**src/rtl/mux_port_arbiter_pkg.sv**
```systemverilog
// Shared types and constants for the fetch/data port arbiter.
// Imported by the arbiter, its hold timer and the port interface.
package mux_port_arbiter_pkg;

  typedef enum logic [1:0] {
    ST_IDLE = 2'b00,
    ST_G0   = 2'b01,
    ST_G1   = 2'b10
  } arb_state_e;

  localparam logic SEL_REQ0 = 1'b0;
  localparam logic SEL_REQ1 = 1'b1;

  // Round-robin pick: on a tie the side that was not served last wins.
  function automatic arb_state_e rr_pick(
    input logic r0,
    input logic r1,
    input logic last
  );
    arb_state_e s;
    s = ST_IDLE;
    if (r0 && r1) s = last ? ST_G0 : ST_G1;
    else if (r0)  s = ST_G0;
    else if (r1)  s = ST_G1;
    return s;
  endfunction

endpackage

```
**src/rtl/mux_port_arbiter_if.sv**
```systemverilog
// Request/grant bundle between the two requesters and the arbiter.
// slave = arbiter side, master = requester/resource side.
interface mux_port_arbiter_if;

  logic req0;
  logic req1;
  logic done;
  logic gnt0;
  logic gnt1;
  logic sel;
  logic busy;
  logic timeout_err;

  modport slave (
    input  req0, req1, done,
    output gnt0, gnt1, sel, busy, timeout_err
  );

  modport master (
    output req0, req1, done,
    input  gnt0, gnt1, sel, busy, timeout_err
  );

endinterface

```
**src/rtl/mux_port_arbiter_hold_timer.sv**
```systemverilog
// Counts cycles a grant has been held; saturates at MAX_HOLD.
// expired_o flags the last permitted cycle of a grant.
module mux_hold_timer #(
  parameter int MAX_HOLD = 15,
  parameter int CNT_W    = 8
) (
  input  logic clk,
  input  logic rst_n,
  input  logic clear_i,
  input  logic enable_i,
  output logic expired_o
);

  localparam logic [CNT_W-1:0] SAT = CNT_W'(MAX_HOLD);
  localparam logic [CNT_W-1:0] LIM = CNT_W'(MAX_HOLD - 1);

  logic [CNT_W-1:0] cnt_q;
  logic [CNT_W-1:0] cnt_d;

  // Clear on grant entry, otherwise count up to saturation.
  always_comb begin
    cnt_d = cnt_q;
    if (clear_i)
      cnt_d = '0;
    else if (enable_i && cnt_q != SAT)
      cnt_d = cnt_q + CNT_W'(1);
  end

  // Counter register.
  always_ff @(posedge clk or negedge rst_n) begin
    if (!rst_n) cnt_q <= '0;
    else        cnt_q <= cnt_d;
  end

  assign expired_o = (cnt_q >= LIM);

endmodule

```
**src/rtl/mux_port_arbiter.sv**
```systemverilog
// Round-robin arbiter sharing one resource port between fetch and data.
// Grants are held until done, abandon, or a forced hold-limit release.
module mux_port_arbiter
  import mux_port_arbiter_pkg::*;
#(
  parameter int MAX_HOLD = 15,
  parameter int CNT_W    = 8
) (
  input  logic                 clk,
  input  logic                 rst_n,
  mux_port_arbiter_if.slave    arb
);

  arb_state_e state_q;
  arb_state_e state_d;
  logic       last_q;
  logic       last_d;
  logic       gnt0_q;
  logic       gnt1_q;
  logic       sel_q;
  logic       busy_q;
  logic       tmo_q;

  logic       expired;
  logic       xend;
  logic       tmo;
  logic       free;
  logic       start;
  logic       stay;

  // Decide transaction end, timeout and the next grant.
  always_comb begin
    xend   = 1'b0;
    tmo    = 1'b0;
    last_d = last_q;
    case (state_q)
      ST_G0: begin
        if (arb.done || !arb.req0) begin
          xend = 1'b1;
        end else if (expired) begin
          xend = 1'b1;
          tmo  = 1'b1;
        end
        if (xend) last_d = 1'b0;
      end
      ST_G1: begin
        if (arb.done || !arb.req1) begin
          xend = 1'b1;
        end else if (expired) begin
          xend = 1'b1;
          tmo  = 1'b1;
        end
        if (xend) last_d = 1'b1;
      end
      default: ;
    endcase
    free    = (state_q == ST_IDLE) || xend;
    state_d = free ? rr_pick(arb.req0, arb.req1, last_d)
                   : state_q;
    start   = free && (state_d != ST_IDLE);
    stay    = !free;
  end

  mux_hold_timer #(
    .MAX_HOLD (MAX_HOLD),
    .CNT_W    (CNT_W)
  ) u_timer (
    .clk       (clk),
    .rst_n     (rst_n),
    .clear_i   (start),
    .enable_i  (stay),
    .expired_o (expired)
  );

  // FSM state, round-robin pointer and registered outputs.
  always_ff @(posedge clk or negedge rst_n) begin
    if (!rst_n) begin
      state_q <= ST_IDLE;
      last_q  <= 1'b1;
      gnt0_q  <= 1'b0;
      gnt1_q  <= 1'b0;
      sel_q   <= SEL_REQ0;
      busy_q  <= 1'b0;
      tmo_q   <= 1'b0;
    end else begin
      state_q <= state_d;
      last_q  <= last_d;
      gnt0_q  <= (state_d == ST_G0);
      gnt1_q  <= (state_d == ST_G1);
      busy_q  <= (state_d != ST_IDLE);
      tmo_q   <= tmo;
      if (state_d == ST_G0)      sel_q <= SEL_REQ0;
      else if (state_d == ST_G1) sel_q <= SEL_REQ1;
    end
  end

  assign arb.gnt0        = gnt0_q;
  assign arb.gnt1        = gnt1_q;
  assign arb.sel         = sel_q;
  assign arb.busy        = busy_q;
  assign arb.timeout_err = tmo_q;

endmodule
```
**src/flat_wrapper.sv**
```systemverilog
// flat-port wrapper written by rule: the top's interface ports become plain ports
module mux_port_arbiter_flat import mux_port_arbiter_pkg::*;
#(
  parameter int MAX_HOLD = 15,
  parameter int CNT_W    = 8
)
  (clk, rst_n, arb_req0, arb_req1, arb_done, arb_gnt0, arb_gnt1, arb_sel, arb_busy, arb_timeout_err);
  mux_port_arbiter_if arb_i ();
  input  logic clk;
  input  logic rst_n;
  input wire logic [$bits(arb_i.req0)-1:0] arb_req0;
  input wire logic [$bits(arb_i.req1)-1:0] arb_req1;
  input wire logic [$bits(arb_i.done)-1:0] arb_done;
  output wire logic [$bits(arb_i.gnt0)-1:0] arb_gnt0;
  output wire logic [$bits(arb_i.gnt1)-1:0] arb_gnt1;
  output wire logic [$bits(arb_i.sel)-1:0] arb_sel;
  output wire logic [$bits(arb_i.busy)-1:0] arb_busy;
  output wire logic [$bits(arb_i.timeout_err)-1:0] arb_timeout_err;
  assign arb_i.req0 = arb_req0;
  assign arb_i.req1 = arb_req1;
  assign arb_i.done = arb_done;
  assign arb_gnt0 = arb_i.gnt0;
  assign arb_gnt1 = arb_i.gnt1;
  assign arb_sel = arb_i.sel;
  assign arb_busy = arb_i.busy;
  assign arb_timeout_err = arb_i.timeout_err;
  mux_port_arbiter #(.MAX_HOLD(MAX_HOLD), .CNT_W(CNT_W)) u_core (.clk(clk), .rst_n(rst_n), .arb(arb_i));
endmodule
```
**config.mk**
```make
export PLATFORM = sky130hd
export DESIGN_NAME = mux_port_arbiter_flat
export DESIGN_NICKNAME = d
export VERILOG_FILES = /design/src/rtl/mux_port_arbiter_pkg.sv /design/src/rtl/mux_port_arbiter_if.sv /design/src/rtl/mux_port_arbiter_hold_timer.sv /design/src/rtl/mux_port_arbiter.sv /design/src/flat_wrapper.sv
export SDC_FILE = /design/constraint.sdc
export NUM_CORES = 1
export LEC_CHECK = 0
export CAP_MARGIN = 10
export CORE_AREA = 2 2 55 42
export CTS_CLUSTER_SIZE = 20
export DETAILED_ROUTE_END_ITERATION = 10
export DIE_AREA = 0 0 57 44
export GPL_ROUTABILITY_DRIVEN = 1
export HOLD_SLACK_MARGIN = 0.05
export PLACE_DENSITY = 0.71
export SLEW_MARGIN = 15
export SYNTH_ARGS = -nofsm -noshare
export SYNTH_HDL_FRONTEND = slang
export SYNTH_HIERARCHICAL = 1
export SYNTH_SLANG_ARGS = --single-unit
```
**constraint.sdc**
```tcl
create_clock -name clk -period 3.2 [get_ports clk]
set_input_delay 0.32 -clock clk [delete_from_list [all_inputs] [get_ports clk]]
set_output_delay 0.32 -clock clk [all_outputs]
set_load 0.02 [all_outputs]
```
Yosys cells after proc, flatten, opt, wreduce, memory -nomap -nowiden
Index checks and enable logic that the tools add are counted.
Cells by class
  add/sub/neg operators: 1
  magnitude comparators: 1
  equal/unequal tests: 5
  mux-type cells: 21
  reductions and logical operators: 13
Operators by type and width (count)
  2-to-1 mux 8 bit: 2
  2-to-1 mux 1 bit: 11
  2-to-1 mux 2 bit: 5
  adder 8 x 1 -> 8 bit (second input constant): 1
  >= comparator 8 x 4 -> 1 bit (second input constant): 1
  != test 8 x 4 -> 1 bit (second input constant): 1
  case mux 1 bit (2 select lines): 3
  nonzero test 2 bit: 3
  equality test 2 x 1 -> 1 bit (second input constant): 2
  equality test 2 bit (second input constant): 2
  logical AND 1 bit: 3
  zero test 1 bit: 3
  logical OR 1 bit: 3
  zero test 2 bit: 1
Word-level totals
  register bits after elaboration: 16
  logic and storage cells: 49

Longest topological paths before layout
Gate-level depths: netlist of run 1.
  depth after elaboration: 12
  depth in mapped cells: 13
  gate-level depth less buffers: 12

Hierarchy
Netlist of run 1, hierarchy kept.
Modules (own cells, without submodules)
  mux_port_arbiter: times used 1, cells each 45, area each 479.2 µm², seq. area each 201.4 µm²
  mux_hold_timer: times used 1, cells each 49, area each 447.9 µm², seq. area each 200.2 µm²

Least setup slack after synthesis of run 1
No wires, ideal clock.
  path type: reg-to-reg
  from: register u_core.u_timer.cnt_q[4]
  to: register u_core.u_timer.cnt_q[0]
  setup time: 0.128 ns
  data arrival time: 3.087 ns
  required time: 3.072 ns
  slack: -0.015 ns
  cell stages (with the launch flop): 12
  cell sequence: dfrtp_1 > nor4_1 > o21ai_0 > o22ai_1 > o221ai_1 > a21oi_1 > a32oi_1 > ha_1 > nor2_1 > clkbuf_1 > nor2_1 > mux2_1
On the way
  elaborated cells between the ends (all ways): 21
  classes of those cells: order compare: 1; eq/ne: 1; mux: 13; reduce/logical: 6
RTL lines
  start, declared: line mux_port_arbiter_hold_timer.sv:17  | logic [CNT_W-1:0] cnt_q;
  start signal, assigned: line mux_port_arbiter_hold_timer.sv:32  | else cnt_q <= cnt_d;
  >= comparator 8 x 4 -> 1 bit (*): line mux_port_arbiter_hold_timer.sv:35  | assign expired_o = (cnt_q >= LIM);
  via u_core.expired: line mux_port_arbiter.sv:24  | logic expired;
  2-to-1 mux 1 bit (*): line mux_port_arbiter.sv:40, mux_port_arbiter.sv:49
  2-to-1 mux 1 bit, on equally long branches: line mux_port_arbiter.sv:47, mux_port_arbiter.sv:38
  2-to-1 mux 1 bit: line mux_port_arbiter.sv:36  | case (state_q)
  case mux 1 bit (2 select lines) (*): line mux_port_arbiter.sv:36
  logical OR 1 bit (*): line mux_port_arbiter.sv:57  | free = (state_q == ST_IDLE) || xend;
  zero test 1 bit (*): line mux_port_arbiter.sv:61  | stay = !free;
  via u_core.stay: line mux_port_arbiter.sv:29  | logic stay;
  logical AND 1 bit (*): line mux_port_arbiter_hold_timer.sv:25  | else if (enable_i && cnt_q != SAT)
  nonzero test 2 bit (no line) (*)
The timed path passes the listed nets; every way through them passes the cells marked *. The select of a mux whose other input is x is not followed.
A chain may end at the register's enable or synchronous reset.

Final worst setup path of run 1
  from: register u_core.u_timer.cnt_q[4]
  to: register u_core.u_timer.cnt_q[0]
On the way
  word-level cells in the longest chain between the ends: 12
  elaborated cells between the ends (all ways): 21
  classes of those cells: order compare: 1; eq/ne: 1; mux: 13; reduce/logical: 6
Ends and longest elaborated chain
  >= comparator 8 x 4 -> 1 bit (*): line mux_port_arbiter_hold_timer.sv:35
  via u_core.expired: line mux_port_arbiter.sv:24
  2-to-1 mux 1 bit (*): line mux_port_arbiter.sv:40, mux_port_arbiter.sv:49
  2-to-1 mux 1 bit, on equally long branches: line mux_port_arbiter.sv:47, mux_port_arbiter.sv:38
  2-to-1 mux 1 bit: line mux_port_arbiter.sv:36
  2-to-1 mux 1 bit, on equally long branches: line mux_port_arbiter.sv:53, mux_port_arbiter.sv:44
  case mux 1 bit (2 select lines): line mux_port_arbiter.sv:36
  2-to-1 mux 2 bit (2 in a row): line mux_port_arbiter_pkg.sv:22  | if (r0 && r1) s = last ? ST_G0 : ST_G1;
  2-to-1 mux 2 bit: line mux_port_arbiter.sv:58  | state_d = free ? rr_pick(arb.req0, arb.req1, last_d)
  nonzero test 2 bit: line mux_port_arbiter.sv:60  | start = free && (state_d != ST_IDLE);
  logical AND 1 bit (*): line mux_port_arbiter.sv:60
  via u_core.start: line mux_port_arbiter.sv:28  | logic start;
  2-to-1 mux 8 bit or nonzero test 2 bit (tied branches)
Marked as above.

==> flow_summary.json, run 1 <==
{
  "ir_drop_v": 0.000435,
  "switching_share_pct": 43.8,
  "cpMostUsedCell": "nor2_1",
  "max_freq_mhz": 336,
  "vias": 795,
  "io_pins": 10,
  "cap_viol_max_count": 0,
  "gp_congestion": 0.820,
  "cts_tree": "done",
  "critPathLaunch": "u_core/u_timer/cnt_q[4]$_DFFE_PN0P_",
  "max_slew_margin_pct": 49.7,
  "gr-usage-met1_pct": 22.9,
  "crit_path_max_fanout": 10,
  "finalCriticalPeriod_ps": 2980,
  "clock_latency_ps": 300,
  "antenna_found_initial": 0,
  "pwr-share-seq_pct": 30.7,
  "io_buffer_count": 9,
  "grt_pass1_vias": 790,
  "root_buffer": "clkbuf_4",
  "start_util_pct": 46.4,
  "clk_path_buf_depth": 2,
  "setup-tns-final_ps": 0,
  "p_int_w": 0.000552,
  "drive_above_1_share_pct": 14.4,
  "overflow": 0,
  "use_met3_pct": 6.87,
  "n_antenna_cell": 0,
  "netlist_area_um2": 927,
  "synth_enable_flop_cells": 0,
  "slew_viol_final": 0,
  "cp-start-kind": "flop",
  "cts_setup_buffers": 0,
  "fin_crit_sh_pct": 93.0,
  "postCtsHoldBufs": 0,
  "post_cts_resized": 0,
  "path_clk_slew_ps": 90,
  "finalSetupViolCount": 0,
  "async_reset_ff_share_pct": 100,
  "critPathKind": "reg -> reg",
  "routed_wl_um": 2170,
  "clock-skew-final_ps": 1.16,
  "num-fill-cells": 193,
  "fp.dieArea_mm2": 0.00251,
  "p_switching_w": 0.000430,
  "routedWlPerCell_um": 16.1,
  "ant_nets": 0,
  "min_path_type": "in -> async",
  "syn_to_final_growth_pct": 21.3,
  "power_w": 0.000982,
  "yosysWarnings": 6,
  "first_pass_iters": 4,
  "rows": 14,
  "combPwrFrac_pct": 57.3,
  "crit_chain": "nor4_2 -> o21ai_0 -> or3b_1 -> a32o_1 -> or3_1 -> a32oi_1 -> ha_1 -> nor2_1 -> buf_4 -> nor2_1 -> mux2_1",
  "grt_pass1_wl_um": 3520,
  "final_common_cell": "dfrtp_1",
  "end_kind": "flop",
  "power_frac_clock_pct": 12.1,
  "synthFlopType": "dfrtp_1",
  "status": "completed",
  "core_mm2": 0.00200,
  "cp.arrival_ps": 3220,
  "grt_use_total_pct": 18.8,
  "fin_nets": 126,
  "cp.required_ps": 3450,
  "synth.avg_cell_area_um2": 9.86,
  "synth_nets": 108,
  "fp.dieH_um": 44,
  "leakage_nw": 0.492,
  "crit_slowest_cell": "dfrtp_1",
  "grt.busiest_layer": "met2",
  "ys_ff_latch": 16,
  "reg2reg_from": "u_core/u_timer/cnt_q[4]$_DFFE_PN0P_",
  "seq_area_frac_synth_pct": 43.3,
  "power-per-cell-area_mw_per_mm2": 873,
  "tightest_slew_ps": 753,
  "layout_common_cells": "dfrtp_1, clkdlybuf4s50_1, inv_1, ha_1, nor2_1",
  "met2_usage_pct": 31.5,
  "critical-path-max-stage-delay_ps": 460,
  "drc_errors": 0,
  "final_hold_viol_count": 0,
  "cts.sinks": 16,
  "yosys.cell_types.count": 32,
  "numCtsBuffers": 3,
  "drtIter0Drc": 30,
  "grt_setup_unrepaired": "false",
  "syn_inst": 94,
  "grt_max_degree": 17,
  "dp_hpwl_um": 1530,
  "ctsHtreeMaxLevel": 1,
  "avgViaCountPerCell": 5.89,
  "die_w_um": 57
}
==> cell families (layout without fill, tap and decap cells) <==
group | Yosys count | count (layout) | synth area share [%]
AOI/OAI and AO/OA | 25 | 25 | 18.4
adders and majority gates | 9 | 9 | 12.1
buffers and inverters | 10 | 27 | 4.05
DFF | 16 | 16 | 43.3
muxes | 3 | 3 | 3.51
and+or+nand+nor | 31 | 31 | 18.6
==> registers in the layout, indices dropped and copies added (netlist names) <==
signal / flops
u_core/u_timer/cnt_q: 8
u_core/last_q: 1
u_core/state_q: 2
u_core/arb.gnt0: 1
u_core/arb.timeout_err: 1
u_core/arb.busy: 1
u_core/arb.sel: 1
u_core/arb.gnt1: 1
==> per-stage QoR <==
stage / instance area (um^2) / setup slack, ps / instances / hold WS [ps] / util, %
after detailed placement: 1080 / 148 / 131 / 523 / 54.3
after global routing: 1120 / 68.5 / 135 / 501 / 56.3
final: 1120 / 225 / 135 / 452 / 56.3
after CTS: 1110 / 125 / 135 / 474 / 55.6
after floorplan: 931 / 63.3 / 94 / 24.4 / -
after global placement: 1080 / 215 / 131 / 511 / 54.3
==> power by group through the flow <==
stage | Sequential (W) | Combinational (W) | Clock, W
floorplan | 0.000320 | 0.000341 | 0
global placement | 0.000299 | 0.000518 | 0
detailed placement | 0.000302 | 0.000538 | 0
CTS | 0.000299 | 0.000543 | 0.000120
global route | 0.000308 | 0.000620 | 0.000129
finish | 0.000301 | 0.000562 | 0.000118
==> layer usage <==
metal  wire length [um]  vias to the layer above  share of wire [%]
met3                116                        6                5.3
met1               1010                      389                 47
li1                   -                      381                  -
met4                 29                        0                1.3
met5                  0                        -                  0
met2               1020                       19                 47
==> worst paths after layout <==
check / to / slack [ps] / cells after the start
max: u_core/u_timer/cnt_q[0]$_DFFE_PN0P_ / 220 / 11
min: u_core/arb.gnt0$_DFF_PN0_ / 450 / 1
max reg2reg: u_core/u_timer/cnt_q[0]$_DFFE_PN0P_ / 220 / 11
min reg2reg: u_core/arb.sel$_DFFE_PN0P_ / 540 / 2
max in group asynchronous: u_core/u_timer/cnt_q[2]$_DFFE_PN0P_ / 2280 / 1
min in group clk: u_core/arb.sel$_DFFE_PN0P_ / 540 / 2
==> cells in the mapped netlist, types with 2 or more instances <==
master | number | area [um^2]
a32oi_1 | 2 | 17.5
a32o_1 | 3 | 30.0
dfrtp_1 | 15 | 375
nand4_1 | 2 | 12.5
o21ai_0 | 5 | 25.0
or4_1 | 3 | 22.5
nor3_1 | 2 | 10.0
nor2_1 | 7 | 26.3
ha_1 | 9 | 113
nand2_1 | 4 | 15.0
nand3_1 | 3 | 15.0
or2_2 | 2 | 12.5
inv_1 | 9 | 33.8
a21oi_1 | 7 | 35.0
or3_1 | 3 | 18.8
mux2_1 | 2 | 22.5
==> final cells by class <==
type / count / area [um^2] / share of cell area, %
inverters: 9 / 33.8 / 3.00
multi-input cells: 68 / 505 / 44.9
clock buffers: 4 / 26.3 / 2.34
flip-flops and latches: 16 / 402 / 35.7
well taps: 24 / 30.0 / 2.67
repair buffers: 14 / 128 / 11.3
==> critical path: cells and delay by family, from the launching register on <==
kind                     cells  cell delay, ps
AND/OR/NAND/NOR              5            1220
AO/OA/AOI/OAI                3             730
flip-flops                   1             460
adder cells (fa/ha/maj)      1             220
buffers and inverters        1             160
multiplexers                 1             130
(Power assumes the default switching activity.)
==> run 2: changes to the inputs <==
==> constraint.sdc (replaced) <==
create_clock -name clk -period 3.2 [get_ports clk]
set_input_delay 0.96 -clock clk [delete_from_list [all_inputs] [get_ports clk]]
set_output_delay 0.96 -clock clk [all_outputs]
set_load 0.02 [all_outputs]
==> flow_summary.json, run 2 (synthesis results as in run 1) <==
{
  "status": "completed",
  "routed_wl_um": 2000,
  "avgViaCountPerCell": 5.63,
  "cp.required_ps": 3410,
  "core_mm2": 0.00200,
  "critPathLaunch": "arb_req1",
  "leakage_nw": 0.534,
  "numCtsBuffers": 3,
  "r2r_cells": 11,
  "end_kind": "flop",
  "finalCriticalPeriod_ps": 3180,
  "final_hold_viol_count": 0,
  "finalSetupViolCount": 0,
  "path_clk_slew_ps": 90,
  "cts_tree": "done",
  "clk_path_buf_depth": 2,
  "critPathCapture": "u_core/u_timer/cnt_q[7]$_DFFE_PN0P_",
  "critical-path-max-stage-delay_ps": 520,
  "start_util_pct": 46.4,
  "fp.dieArea_mm2": 0.00251,
  "rows": 14,
  "grt_pass1_wl_um": 3280,
  "io_pins": 10,
  "antenna_found_initial": 0,
  "first_pass_iters": 4,
  "ctsHtreeMaxLevel": 1,
  "crit_family": "buffers and inverters",
  "drc_errors": 0,
  "grt_max_degree": 17,
  "syn_to_final_growth_pct": 28.9,
  "min_path_type": "reg -> reg",
  "vias": 805,
  "ant_nets": 0,
  "postCtsHoldBufs": 0,
  "multiInputGateArea_um2": 505,
  "clock_latency_ps": 290,
  "dp_hpwl_um": 1450,
  "cts.sinks": 16,
  "cp-start-kind": "input port",
  "tightest_slew_ps": 675,
  "layout_common_cells": "dfrtp_1, buf_4, clkdlybuf4s50_1, inv_1, ha_1",
  "gp_congestion": 0.808,
  "ir_drop_v": 0.000623,
  "clock-skew-final_ps": 9.71,
  "crit_chain": "clkdlybuf4s50_1 -> or3b_1 -> a32o_1 -> or3_1 -> a32oi_2 -> ha_2 -> nor2_1 -> buf_4 -> buf_4 -> a21oi_1",
  "routedWlPerCell_um": 14.0,
  "seq_area_um2": 402,
  "rrSetupSlack_ps": 150,
  "top_register": "u_core/u_timer/cnt_q",
  "max_freq_mhz": 314,
  "drive_above_1_share_pct": 21.8,
  "cpMostUsedCell": "buf_4",
  "crit_path_max_fanout": 8,
  "final_common_cell": "dfrtp_1",
  "critPathKind": "in -> reg",
  "max_slew_margin_pct": 54.9,
  "fp.dieH_um": 44,
  "cap_viol_max_count": 0,
  "drtIter0Drc": 16,
  "cp.depth": 10,
  "root_buffer": "clkbuf_4",
  "fin_crit_sh_pct": 99.4,
  "io_buffer_count": 9,
  "power_w": 0.00111,
  "cp.arrival_ps": 3390,
  "die_w_um": 57,
  "grt_pass1_vias": 725,
  "power-per-cell-area_mw_per_mm2": 932,
  "num-fill-cells": 185,
  "reg2reg_from": "u_core/u_timer/cnt_q[4]$_DFFE_PN0P_",
  "fin_nets": 134,
  "n_antenna_cell": 0,
  "grt_use_total_pct": 17.2,
  "reg.largest.list": "u_core/u_timer/cnt_q x8, u_core/state_q x2",
  "cp_num_buf_inv": 3,
  "slew_viol_final": 0,
  "overflow": 0,
  "largest_reg_flops": 8,
  "r2r_end": "u_core/u_timer/cnt_q[7]$_DFFE_PN0P_",
  "crit_slowest_cell": "clkdlybuf4s50_1",
  "holdWs_ps": 538
}
## run 2: cell count changes in the layout (fill, tap and decap cells not counted)
cell	before	now
o21ai_2	1	2
nor4_1	0	1
o21ai_1	1	0
clkbuf_8	0	1
buf_4	5	13
nor4_2	1	0
ha_2	0	1
ha_1	9	8
clkbuf_1	1	0
## run 2: final cells by class
| class | count | share of cell area [%] |
|---|---|---|
| tap | 24 | 2.51 |
| timing repair buffer | 22 | 15.7 |
| clock buffer | 4 | 3.04 |
| inverter | 9 | 2.83 |
| multi-input combinational | 68 | 42.3 |
| sequential | 16 | 33.6 |
## run 2: worst min path at each step
| stage | to | from | cells after the start | slack [ps] |
|---|---|---|---|---|
| floorplan | u_core/u_timer/cnt_q[7]$_DFFE_PN0P_ | u_core/u_timer/cnt_q[7]$_DFFE_PN0P_ | 2 | 530 |
| global placement | u_core/arb.sel$_DFFE_PN0P_ | u_core/arb.sel$_DFFE_PN0P_ | 2 | 510 |
| detailed placement | u_core/arb.sel$_DFFE_PN0P_ | u_core/arb.sel$_DFFE_PN0P_ | 2 | 520 |
| CTS | u_core/arb.sel$_DFFE_PN0P_ | u_core/arb.sel$_DFFE_PN0P_ | 2 | 540 |
| global route | u_core/arb.sel$_DFFE_PN0P_ | u_core/arb.sel$_DFFE_PN0P_ | 2 | 580 |
| finish | u_core/arb.sel$_DFFE_PN0P_ | u_core/arb.sel$_DFFE_PN0P_ | 2 | 540 |
## run 2: per-stage QoR
| step | instances | instance area, um^2 | setup TNS [ps] | worst slack, ps | util, % |
|---|---|---|---|---|---|
| finish | 143 | 1190 | 0 | 19.3 | 59.8 |
| global route | 143 | 1190 | -10.4 | -6.36 | 59.8 |
| CTS | 141 | 1170 | 0 | 15.8 | 58.4 |
| detailed placement | 137 | 1130 | -1940 | -287 | 56.6 |
| global placement | 137 | 1130 | -1480 | -208 | 56.6 |
| floorplan | 94 | 931 | 0 | 63.3 | - |
## run 2: worst register-to-register path, stage by stage (launching register included)
cell and delay [ps]:
dfrtp_1 450, nor4_1 350, o21ai_0 210, or3b_1 410, a32o_1 300, or3_1 360
a32oi_2 220, ha_2 220, nor2_1 40, buf_4 150, buf_4 150, a21oi_1 110
## run 2: per-layer routing
| layer | wire (um) | up-vias | global-route usage, % |
|---|---|---|---|
| met5 | 0 | - | 0 |
| met4 | 0 | 0 | 1.40 |
| met3 | 88 | 0 | 6.27 |
| met2 | 912 | 16 | 27.8 |
| met1 | 996 | 387 | 23.3 |
| li1 | - | 402 | - |
## run 2: repair_timing
item,4_1_cts,5_1_grt
setup endpoints to repair,0,7
resized for setup,0,4
endpoints found under the hold margin,0,0
setup buffers,0,2
## run 2: where the power goes
group | internal [W] | total [W] | switching, W
logic | 0.000335 | 0.000673 | 0.000338
clock network | 0.0000693 | 0.000134 | 0.0000652
registers | 0.000260 | 0.000306 | 0.0000462
total | 0.000665 | 0.00111 | 0.000449
